==> src/rtl/ri_core_pkg.sv <==
// Shared constants and types for the multi-cycle R/I-type core.
package ri_core_pkg;

  localparam logic [6:0] OP_R = 7'b0110011;
  localparam logic [6:0] OP_I = 7'b0010011;

  localparam logic [2:0] F3_ADD  = 3'b000;
  localparam logic [2:0] F3_SLL  = 3'b001;
  localparam logic [2:0] F3_SLT  = 3'b010;
  localparam logic [2:0] F3_SLTU = 3'b011;
  localparam logic [2:0] F3_XOR  = 3'b100;
  localparam logic [2:0] F3_SR   = 3'b101;
  localparam logic [2:0] F3_OR   = 3'b110;
  localparam logic [2:0] F3_AND  = 3'b111;

  localparam logic [6:0] F7_BASE = 7'b0000000;
  localparam logic [6:0] F7_ALT  = 7'b0100000;

  typedef enum logic [3:0] {
    ALU_ADD, ALU_SUB, ALU_SLL, ALU_SLT, ALU_SLTU,
    ALU_XOR, ALU_SRL, ALU_SRA, ALU_OR, ALU_AND
  } alu_op_t;

  typedef enum logic [2:0] {
    FETCH, DECODE, EXECUTE, WRITEBACK, HALT
  } state_t;

endpackage

==> src/rtl/alu_ri.sv <==
// Combinational XLEN-wide ALU for the R/I-type instruction set.
module alu_ri
  import ri_core_pkg::*;
#(
  parameter int XLEN = 32
) (
  input  alu_op_t         op,
  input  logic [XLEN-1:0] a,
  input  logic [XLEN-1:0] b,
  output logic [XLEN-1:0] y
);

  localparam int SHW = $clog2(XLEN);

  logic [SHW-1:0] shamt;
  assign shamt = b[SHW-1:0];

  // Result select; shifts use only the low log2(XLEN) bits of b.
  always_comb begin
    // NOTE: every path assigns y via this default, so no latch can be inferred.
    y = '0;
    case (op)
      ALU_ADD:  y = a + b;
      ALU_SUB:  y = a - b;
      ALU_SLL:  y = a << shamt;
      ALU_SLT:  y = {{(XLEN-1){1'b0}}, ($signed(a) < $signed(b))};
      ALU_SLTU: y = {{(XLEN-1){1'b0}}, (a < b)};
      ALU_XOR:  y = a ^ b;
      ALU_SRL:  y = a >> shamt;
      ALU_SRA:  y = $unsigned($signed(a) >>> shamt);
      ALU_OR:   y = a | b;
      ALU_AND:  y = a & b;
      default:  y = '0;
    endcase
  end

endmodule

==> src/rtl/ri_multicycle_core.sv <==
// Multi-cycle R/I-type core: FETCH -> DECODE -> EXECUTE -> WRITEBACK,
// with illegal encodings trapped into a sticky HALT state.
module ri_multicycle_core
  import ri_core_pkg::*;
#(
  parameter int              XLEN     = 32,
  parameter int              NREGS    = 32,
  parameter logic [XLEN-1:0] RESET_PC = '0
) (
  input  logic            clk,
  input  logic            reset,
  output logic            imem_req,
  output logic [XLEN-1:0] imem_addr,
  input  logic            imem_valid,
  input  logic [31:0]     imem_rdata,
  output logic [XLEN-1:0] pc,
  output logic [XLEN-1:0] alu_out,
  output logic            wb_we,
  output logic [4:0]      wb_addr,
  output logic [XLEN-1:0] wb_data,
  output logic            retire,
  output logic            illegal,
  output logic            halted
);

  localparam int         SHW     = $clog2(XLEN);
  localparam int         RW      = $clog2(NREGS);
  localparam logic [5:0] NREGS_L = 6'(NREGS);

  state_t          state_q, state_d;
  logic [31:0]     ir_q;
  logic [XLEN-1:0] pc_q, alu_out_q;
  logic [XLEN-1:0] op_a_q, op_b_q;
  alu_op_t         alu_op_q;
  logic [4:0]      rd_q;
  logic            illegal_q;
  logic [XLEN-1:0] regs_q [NREGS];
  logic [XLEN-1:0] alu_y;

  // Instruction fields.
  logic [6:0]  opcode, funct7;
  logic [2:0]  funct3;
  logic [4:0]  rd, rs1, rs2;
  logic [11:0] imm_raw;
  assign opcode  = ir_q[6:0];
  assign rd      = ir_q[11:7];
  assign funct3  = ir_q[14:12];
  assign rs1     = ir_q[19:15];
  assign rs2     = ir_q[24:20];
  assign funct7  = ir_q[31:25];
  assign imm_raw = ir_q[31:20];

  logic [XLEN-1:0] imm_ext, rs1_val, rs2_val;
  assign imm_ext = {{(XLEN-12){imm_raw[11]}}, imm_raw};
  assign rs1_val = (rs1 == 5'd0) ? '0 : regs_q[rs1[RW-1:0]];
  assign rs2_val = (rs2 == 5'd0) ? '0 : regs_q[rs2[RW-1:0]];

  // Immediate bits above the shift amount must be zero; bit 30 (imm[10])
  // is checked separately because it selects SRAI.
  logic shift_hi_ok;
  assign shift_hi_ok = (((imm_raw & 12'hBFF) >> SHW) == 12'd0);

  logic    dec_enc_ok, dec_regs_ok, dec_legal, dec_use_imm;
  alu_op_t dec_op;

  // Instruction decode: ALU operation, operand source and legality.
  always_comb begin
    dec_enc_ok  = 1'b0;
    dec_use_imm = 1'b0;
    dec_op      = ALU_ADD;
    case (opcode)
      OP_R: begin
        case (funct3)
          F3_ADD: begin
            dec_op     = (funct7 == F7_ALT) ? ALU_SUB : ALU_ADD;
            dec_enc_ok = (funct7 == F7_BASE) || (funct7 == F7_ALT);
          end
          F3_SR: begin
            dec_op     = (funct7 == F7_ALT) ? ALU_SRA : ALU_SRL;
            dec_enc_ok = (funct7 == F7_BASE) || (funct7 == F7_ALT);
          end
          F3_SLL:  begin dec_op = ALU_SLL;  dec_enc_ok = (funct7 == F7_BASE); end
          F3_SLT:  begin dec_op = ALU_SLT;  dec_enc_ok = (funct7 == F7_BASE); end
          F3_SLTU: begin dec_op = ALU_SLTU; dec_enc_ok = (funct7 == F7_BASE); end
          F3_XOR:  begin dec_op = ALU_XOR;  dec_enc_ok = (funct7 == F7_BASE); end
          F3_OR:   begin dec_op = ALU_OR;   dec_enc_ok = (funct7 == F7_BASE); end
          F3_AND:  begin dec_op = ALU_AND;  dec_enc_ok = (funct7 == F7_BASE); end
          default: dec_enc_ok = 1'b0;
        endcase
      end
      OP_I: begin
        dec_use_imm = 1'b1;
        dec_enc_ok  = 1'b1;
        case (funct3)
          F3_ADD:  dec_op = ALU_ADD;
          F3_SLT:  dec_op = ALU_SLT;
          F3_SLTU: dec_op = ALU_SLTU;
          F3_XOR:  dec_op = ALU_XOR;
          F3_OR:   dec_op = ALU_OR;
          F3_AND:  dec_op = ALU_AND;
          F3_SLL: begin
            dec_op     = ALU_SLL;
            dec_enc_ok = shift_hi_ok && !imm_raw[10];
          end
          F3_SR: begin
            dec_op     = imm_raw[10] ? ALU_SRA : ALU_SRL;
            dec_enc_ok = shift_hi_ok;
          end
          default: dec_enc_ok = 1'b0;
        endcase
      end
      default: dec_enc_ok = 1'b0;
    endcase

    // rs2 only exists as a register index in R-type encodings.
    dec_regs_ok = ({1'b0, rd} < NREGS_L) && ({1'b0, rs1} < NREGS_L) &&
                  (dec_use_imm || ({1'b0, rs2} < NREGS_L));
    dec_legal   = dec_enc_ok && dec_regs_ok;
  end

  alu_ri #(.XLEN(XLEN)) u_alu (
    .op (alu_op_q),
    .a  (op_a_q),
    .b  (op_b_q),
    .y  (alu_y)
  );

  // FSM state register.
  always_ff @(posedge clk) begin
    // NOTE: state is updated with non-blocking assignments so every flop
    // samples pre-edge values and simulation matches the synthesized logic.
    if (reset) state_q <= FETCH;
    else       state_q <= state_d;
  end

  // FSM next state and per-phase outputs.
  always_comb begin
    state_d  = state_q;
    imem_req = 1'b0;
    retire   = 1'b0;
    wb_we    = 1'b0;
    wb_addr  = '0;
    wb_data  = '0;
    halted   = 1'b0;
    case (state_q)
      FETCH: begin
        imem_req = 1'b1;
        if (imem_valid) state_d = DECODE;
      end
      DECODE:  state_d = dec_legal ? EXECUTE : HALT;
      EXECUTE: state_d = WRITEBACK;
      WRITEBACK: begin
        retire  = 1'b1;
        wb_we   = (rd_q != 5'd0);
        wb_addr = rd_q;
        wb_data = alu_out_q;
        state_d = FETCH;
      end
      HALT: begin
        halted  = 1'b1;
        state_d = HALT;
      end
      default: state_d = FETCH;
    endcase
  end

  // Datapath registers: instruction, operands, ALU result, PC, trap flag.
  // op_b holds the sign-extended immediate for I-type instructions.
  always_ff @(posedge clk) begin
    if (reset) begin
      pc_q      <= RESET_PC;
      alu_out_q <= '0;
      ir_q      <= '0;
      op_a_q    <= '0;
      op_b_q    <= '0;
      alu_op_q  <= ALU_ADD;
      rd_q      <= '0;
      illegal_q <= 1'b0;
    end else begin
      case (state_q)
        FETCH:     if (imem_valid) ir_q <= imem_rdata;
        DECODE: begin
          if (dec_legal) begin
            op_a_q   <= rs1_val;
            op_b_q   <= dec_use_imm ? imm_ext : rs2_val;
            alu_op_q <= dec_op;
            rd_q     <= rd;
          end else begin
            illegal_q <= 1'b1;
          end
        end
        EXECUTE:   alu_out_q <= alu_y;
        WRITEBACK: pc_q <= pc_q + {{(XLEN-3){1'b0}}, 3'd4};
        default:   ;
      endcase
    end
  end

  // Register file: two read ports (above), one write port in WRITEBACK.
  always_ff @(posedge clk) begin
    if (reset) begin
      // NOTE: the register file is cleared on reset, which forces it into
      // flops rather than a RAM macro; this core requires all-zero registers.
      for (int i = 0; i < NREGS; i++) regs_q[i] <= '0;
    end else if (state_q == WRITEBACK && rd_q != 5'd0) begin
      regs_q[rd_q[RW-1:0]] <= alu_out_q;
    end
  end

  assign pc        = pc_q;
  assign imem_addr = pc_q;
  assign alu_out   = alu_out_q;
  assign illegal   = illegal_q;

endmodule

==> config.mk <==
export PLATFORM = sky130hd
export DESIGN_NAME = ri_multicycle_core
export DESIGN_NICKNAME = d
export VERILOG_FILES = /design/src/rtl/ri_core_pkg.sv /design/src/rtl/alu_ri.sv /design/src/rtl/ri_multicycle_core.sv
export SDC_FILE = /design/constraint.sdc
export NUM_CORES = 2
export LEC_CHECK = 0
export CORE_UTILIZATION = 40
export CTS_BUF_LIST = sky130_fd_sc_hd__clkbuf_4 sky130_fd_sc_hd__clkbuf_8
export CTS_CLUSTER_SIZE = 24
export DETAILED_ROUTE_END_ITERATION = 10
export PLACE_DENSITY = 0.52
export SYNTH_ARGS = -nofsm -noshare
export SYNTH_HDL_FRONTEND = slang
export SYNTH_HIERARCHICAL = 1
export SYNTH_SLANG_ARGS = --single-unit
==> constraint.sdc <==
create_clock -name clk -period 6.45 [get_ports clk]
set_clock_uncertainty 0.1 [all_clocks]
set_input_delay 1.935 -clock clk [delete_from_list [all_inputs] [get_ports clk]]
set_output_delay 1.935 -clock clk [all_outputs]
set_load 0.02 [all_outputs]
# Yosys cells after proc, flatten, opt, wreduce, memory -nomap -nowiden
# Memories as Yosys holds them, arrays and structs flattened. A register that Yosys moved wholly into a read port is not among the register bits.
# Index checks and enable logic that the tools add are counted.
[word_totals]
ram_bits = 1024
wordCells = 99
n_memories = 1
inputBits = 35
regBits = 173
[mem_list]
columns = ["memory", "words", "word_bits", "read_ports", "rd_clocked_by_memory_dff", "write_ports", "line", "text"]
rows = [
  ["regs_q", 32, 32, 2, 2, 32, "ri_multicycle_core.sv:37", "logic [XLEN-1:0] regs_q [NREGS];"],
]
[op_classes]
reduce_logical = 18
shifts = 3
bitwise_logic = 4
eq_ne = 24
mux = 35
magnitude_cmp = 2
addsub = 3
[op_table]
columns = ["cell", "count"]
rows = [
  ["32-bit case mux with 10 select lines", 1],
  ["32-bit 2-to-1 mux", 5],
  ["32-bit less-than comparator", 2],
  ["4-bit case mux with 8 select lines", 2],
  ["32-bit by 3-bit adder with 32-bit output (second input constant)", 1],
  ["32-bit adder", 1],
  ["32-bit AND", 1],
  ["32-bit OR", 1],
  ["32-bit OR reduction", 1],
  ["32-bit by 5-bit << shifter with 32-bit output", 1],
  ["32-bit by 5-bit >> shifter with 32-bit output", 1],
  ["32-bit by 5-bit >>> shifter with 32-bit output", 1],
  ["32-bit subtractor", 1],
  ["32-bit bitwise XOR", 1],
  ["5-bit 2-to-1 mux", 6],
  ["4-bit by 3-bit == test with 1-bit output (second input constant)", 4],
  ["3-bit == test (second input constant)", 5],
  ["7-bit by 6-bit == test with 1-bit output (second input constant)", 2],
  ["1-bit 2-to-1 mux", 14],
  ["3-bit by 2-bit == test with 1-bit output (second input constant)", 4],
  ["12-bit logical NOT", 1],
  ["3-bit case mux with 4 select lines", 1],
  ["5-bit logical NOT", 2],
  ["4-bit by 2-bit == test with 1-bit output (second input constant)", 2],
  ["19 further kinds", 28],
]

# Longest topological paths before layout
[depth]
word_depth = 7
depth_mapped = 17

# By module
# The synthesis kept the hierarchy.
[modules_own_cells]
columns = ["module", "n_inst", "area_per_inst_um2", "cells_per_inst"]
rows = [
  ["ri_multicycle_core", 1, 61527.8, 4519],
  ["alu_ri", 1, 8196.6, 1231],
]

# Worst setup path before layout
# No wires, ideal clock.
[synth_path]
path_type = "register -> register"
from = "reg op_b_q[2]"
to = "reg alu_out_q[18] (netlist: alu_out[18])"
period_less_slack_ns = 3.750
path_stages_with_launch = 18
setup_time_ns = 0.132
required_time_ns = 6.218
arrival_ns = 3.517
setup_slack_ns = 2.700
cell_sequence = "dfxtp_1 clkbuf_1 inv_2 buf_1 clkbuf_1 ha_1 buf_2 nor2_1 nor2_1 o221ai_2 a311oi_2 a21o_1 or3_1 a41oi_1 xor2_1 o221ai_1 nand2_1 a21oi_1"
[synth_between]
elab_chain_cells = 2
elab_cells_between_ends = 6
cone_classes = "2 x add/sub; 3 x shift; 1 x mux"
[synth_lines]
columns = ["item", "line", "text"]
rows = [
  ["start, declared", "ri_multicycle_core.sv:33", "logic [XLEN-1:0] op_a_q, op_b_q;"],
  ["start signal, assigned", "ri_multicycle_core.sv:185", "op_b_q <= dec_use_imm ? imm_ext : rs2_val;"],
  ["32-bit subtractor, or another cell as far along", "alu_ri.sv:24", "ALU_SUB: y = a - b;"],
  ["32-bit case mux with 10 select lines (*)", "alu_ri.sv:22", "case (op)"],
  ["net alu_y[18]", "ri_multicycle_core.sv:38", "logic [XLEN-1:0] alu_y;"],
  ["end signal, assigned", "ri_multicycle_core.sv:192", "EXECUTE: alu_out_q <= alu_y;"],
  ["end, declared", "ri_multicycle_core.sv:32", "logic [XLEN-1:0] pc_q, alu_out_q;"],
]
# Mark *: on every way through the listed nets, which the timed path passes. The rest lies on a longest branch.
# A chain may end at the register's enable or synchronous reset.

# Worst setup path in the final report
[layout_path]
from = "reg state_q[1]"
to = "out wb_data[25]"
[layout_between]
elab_chain_cells = 2
[layout_lines]
columns = ["item", "line", "text"]
rows = [
  ["start, declared", "ri_multicycle_core.sv:30", "state_t state_q, state_d;"],
  ["start signal, assigned", "ri_multicycle_core.sv:133", "else state_q <= state_d;"],
  ["3-bit by 2-bit == test with 1-bit output", "ri_multicycle_core.sv:145", "case (state_q)"],
  ["32-bit 2-to-1 mux", "ri_multicycle_core.sv:145", ""],
  ["end, declared", "ri_multicycle_core.sv:20", "output logic [XLEN-1:0] wb_data,"],
]
# Every way passes these cells.

==> impl_results.md <==
* Hold path depth at 2
* Pint at 0.0134 W
* Cts bufs inserted at 216
* Maximum clock path buffer count at 3
* Cell taking the most area after synthesis: edfxtp_1
* Die Area at 176000 µm²
* CTS resizes at 0
* Switching Fraction at 0.273
* Leakage at 27.0 nW
* Number of synthesized flops with an enable pin at a little over 1000
* Clock power share at 0.413
* Crit-path leading delay family: buffers and inverters
* Pre-antenna DRT Iters at 6
* Reg2reg end: alu_out[28]
* Post-detail-place hpwl at 192000 µm
* Root Driver: clkbuf_8
* Post-Route WL at 296000 µm
* Site row count at 152
* Cts hold-fix bufs at 0
* FILL cells at 15800
* Highest-delay cell along the critical path: and3b_2
* YS warnings at 6
* Reg2Reg Launch Point: op_b_q[0]
* Share of cells above drive strength 1 at 0.192
* Initial antenna violation count at 40
* Required time of the critical path at 4.41 ns
* Maximum vdd drop at 0.000210 V
* Top_reg_cell synth: edfxtp_1
* Sw Pwr at 0.00505 W
* Post-route setup TNS at 0 ns
* Worst-path fanout max at 22
* Crit path kind: reg2out
* Crit path depth at 5
* Fin nets at 5937
* Final Max Tran Viols at 0
* H-tree depth at 4
* Initial Util at 0.405
* DR WL/cell at 35.6 µm
* Worst-Skew Late Latency at approximately 0.98 ns
* Post-synthesis cell type count at 91
* Vias at 52700
* CP Launch Type: register
* CP cell instances: and3b_2, buf_4, buf_4, and2_1, clkdlybuf4s50_1
* P&R area growth vs syn at 12.3%
* Area contributors post-synth: edfxtp_1, mux4_2, and2_1, dfxtp_1, mux2i_1
* Max-cap violation count at 0
* CTS tree: done
* Port Buffers at around 170
* Syn Area/Cell at around 12 µm²
* Grt ovf at 0
* Die X at 420 µm
* Post-Synthesis Cell Area at approximately 70000 µm²
* Most frequent CP cell: buf_4
* DRT iter0 DRCs at 7286
* # DRC at 0
* Die H at around 420 µm
* Hold Path Origin: ir_q[18]
* Period utilization at 0.874
* Mapped Cells at 5750
* Setup crit end kind: output port
* Synthesized flop and latch total at approximately 1200
* Vias in the first global route at 50500
* Slew of the pin with the lowest slew margin at 1.43 ns
* Yosys top cell area share at 0.441
* Worst-path clk slew at around 0.070 ns
* Max transition margin at 0.0416
* Buffers & Inverters on Critical Path at 3
* PwrDens at 236 nW/µm²
* Endpoints failing setup at 0
* Clock Sinks at 1205
* Max Clock Freq at 0.177 GHz
* Most common library cell in the layout ignoring fill and taps: and2_1
* Largest net degree at the start of global routing at 97
* Total core area at approximately 170000 µm²
* Sequential Power Share at 0.481
* Outcome: complete, no violations
* Register-to-register setup slack at ~2 ns
* Combinational power share at 0.106
* Delay of the slowest critical-path stage at 0.70 ns
* Crit path time final at 5.64 ns
* Gp weighted congestion at ~0.97
* Core Util, Final at 0.454
* CP arrival at around 3.6 ns
* Vias per cell at 6.34
* Register area share after synthesis at 0.493
* Commonest cells after routing, fill and taps aside: and2_1, edfxtp_1, mux4_2, mux2i_1, nand2_1
* RSZ-0062 raised after global routing: no
* First-pass GRT wire length at about 400000 µm
* Worst hold-check path type: reg2reg
* Post-synthesis async set-or-reset flop share at 0
* Io pins at 173
* Worst r2r path cells at 14
* Post-CTS setup buffer count at 0
* Hold Vio Cnt, Final at 0
* Gr usage total at 0.332
* Antenna-violating nets left at 0
[logic make-up after synthesis]
kind of cell	Yosys count	synth area share
AOI/OAI and AO/OA	1033	0.103
xor gates and xnor gates	51	0.00641
adders and majority gates	102	0.0185
buffers and inverters	682	0.0436
DFF	1205	0.493
muxes	752	0.184
other	1	0.0000538
and+or+nand+nor	1924	0.151
[area by class of cell]
| type | count | area [µm²] | area share |
|---|---|---|---|
| clock buffer | 288 | 3560 | 0.0454 |
| sequential | 1205 | 34400 | 0.440 |
| tap | 2310 | 2890 | 0.0369 |
| antenna | 9 | 22.5 | 0.000288 |
| inverter | 95 | 357 | 0.00455 |
| clock inverter | 117 | 883 | 0.0113 |
| multi-input combinational | 3898 | 32700 | 0.418 |
| timing repair buffer | 384 | 3420 | 0.0437 |
[power groups by stage]
stage | Clock (W) | Sequential, W | Combinational (W)
finish | 0.00762 | 0.00888 | 0.00196
global route | 0.00797 | 0.00890 | 0.00201
CTS | 0.00766 | 0.00887 | 0.00192
detailed placement | 0 | 0.00903 | 0.00191
global placement | 0 | 0.00903 | 0.00191
floorplan | 0 | 0.00892 | 0.00119
[worst max path at each step]
| stage | slack (ns) | to | startpoint |
|---|---|---|---|
| 2_1_floorplan | 2.70 | alu_out[18] | op_b_q[2] |
| 3_3_place_gp | 1.51 | regs_q[5][0] | reset |
| 3_5_place_dp | 1.46 | regs_q[5][0] | reset |
| 4_1_cts | 0.69 | wb_data[7] | state_q[1] |
| 5_1_grt | 0.62 | wb_data[25] | state_q[1] |
| 6_report | 0.81 | wb_data[25] | state_q[1] |
[synthesized netlist by cell type, types with 26 or more instances]
cell type,instances
nor2_1,297
mux2_2,42
or2_2,35
buf_4,79
buf_2,68
o221ai_1,63
o22ai_1,42
edfxtp_1,1024
nand2b_1,37
o21ai_0,149
mux2i_1,293
mux4_2,417
a211o_1,33
clkbuf_1,408
xnor2_1,26
a21oi_1,249
nand2_1,269
dfxtp_1,181
nor2b_1,60
a221oi_1,94
a211oi_1,124
a221o_1,37
inv_1,87
and2_1,1035
ha_1,100
nand3_1,36
o211ai_1,26
nor3_1,77
[tightest hold or removal path: cells and delay by family, from the launching register on]
family | cells | cell delay (ns)
AOI/OAI and AO/OA | 1 | 0.06
DFF | 1 | 0.31
and+or+nand+nor | 1 | 0.05
[metal layers]
| layer | global-route usage | wire [µm] |
|---|---|---|
| met1 | 0.446 | 118000 |
| met2 | 0.498 | 130000 |
| met3 | 0.0918 | 33300 |
| met4 | 0.153 | 14300 |
| met5 | 0 | 51 |
[flip-flops by register name, indices dropped and copies added, names as in the netlist, named ones only]
register   flops
alu_op_q       4
state_q        3
rd_q           5
imem_addr     30
regs_q      1024
illegal        1
op_b_q        32
alu_out       32
ir_q          32
op_a_q        32
[stage by stage]
step	setup WS [ns]	power, W	cells	area (µm²)	hold WS (ns)
2_1_floorplan	2.70	0.0101	5785	69900	0.332
3_3_place_gp	1.51	0.0109	7892	73800	0.343
3_5_place_dp	1.46	0.0109	7892	73800	0.354
4_1_cts	0.690	0.0185	8297	78300	0.361
5_1_grt	0.619	0.0189	8300	78300	0.370
6_report	0.814	0.0185	8306	78300	0.359
No activity file was read; power rests on OpenSTA's default activity.
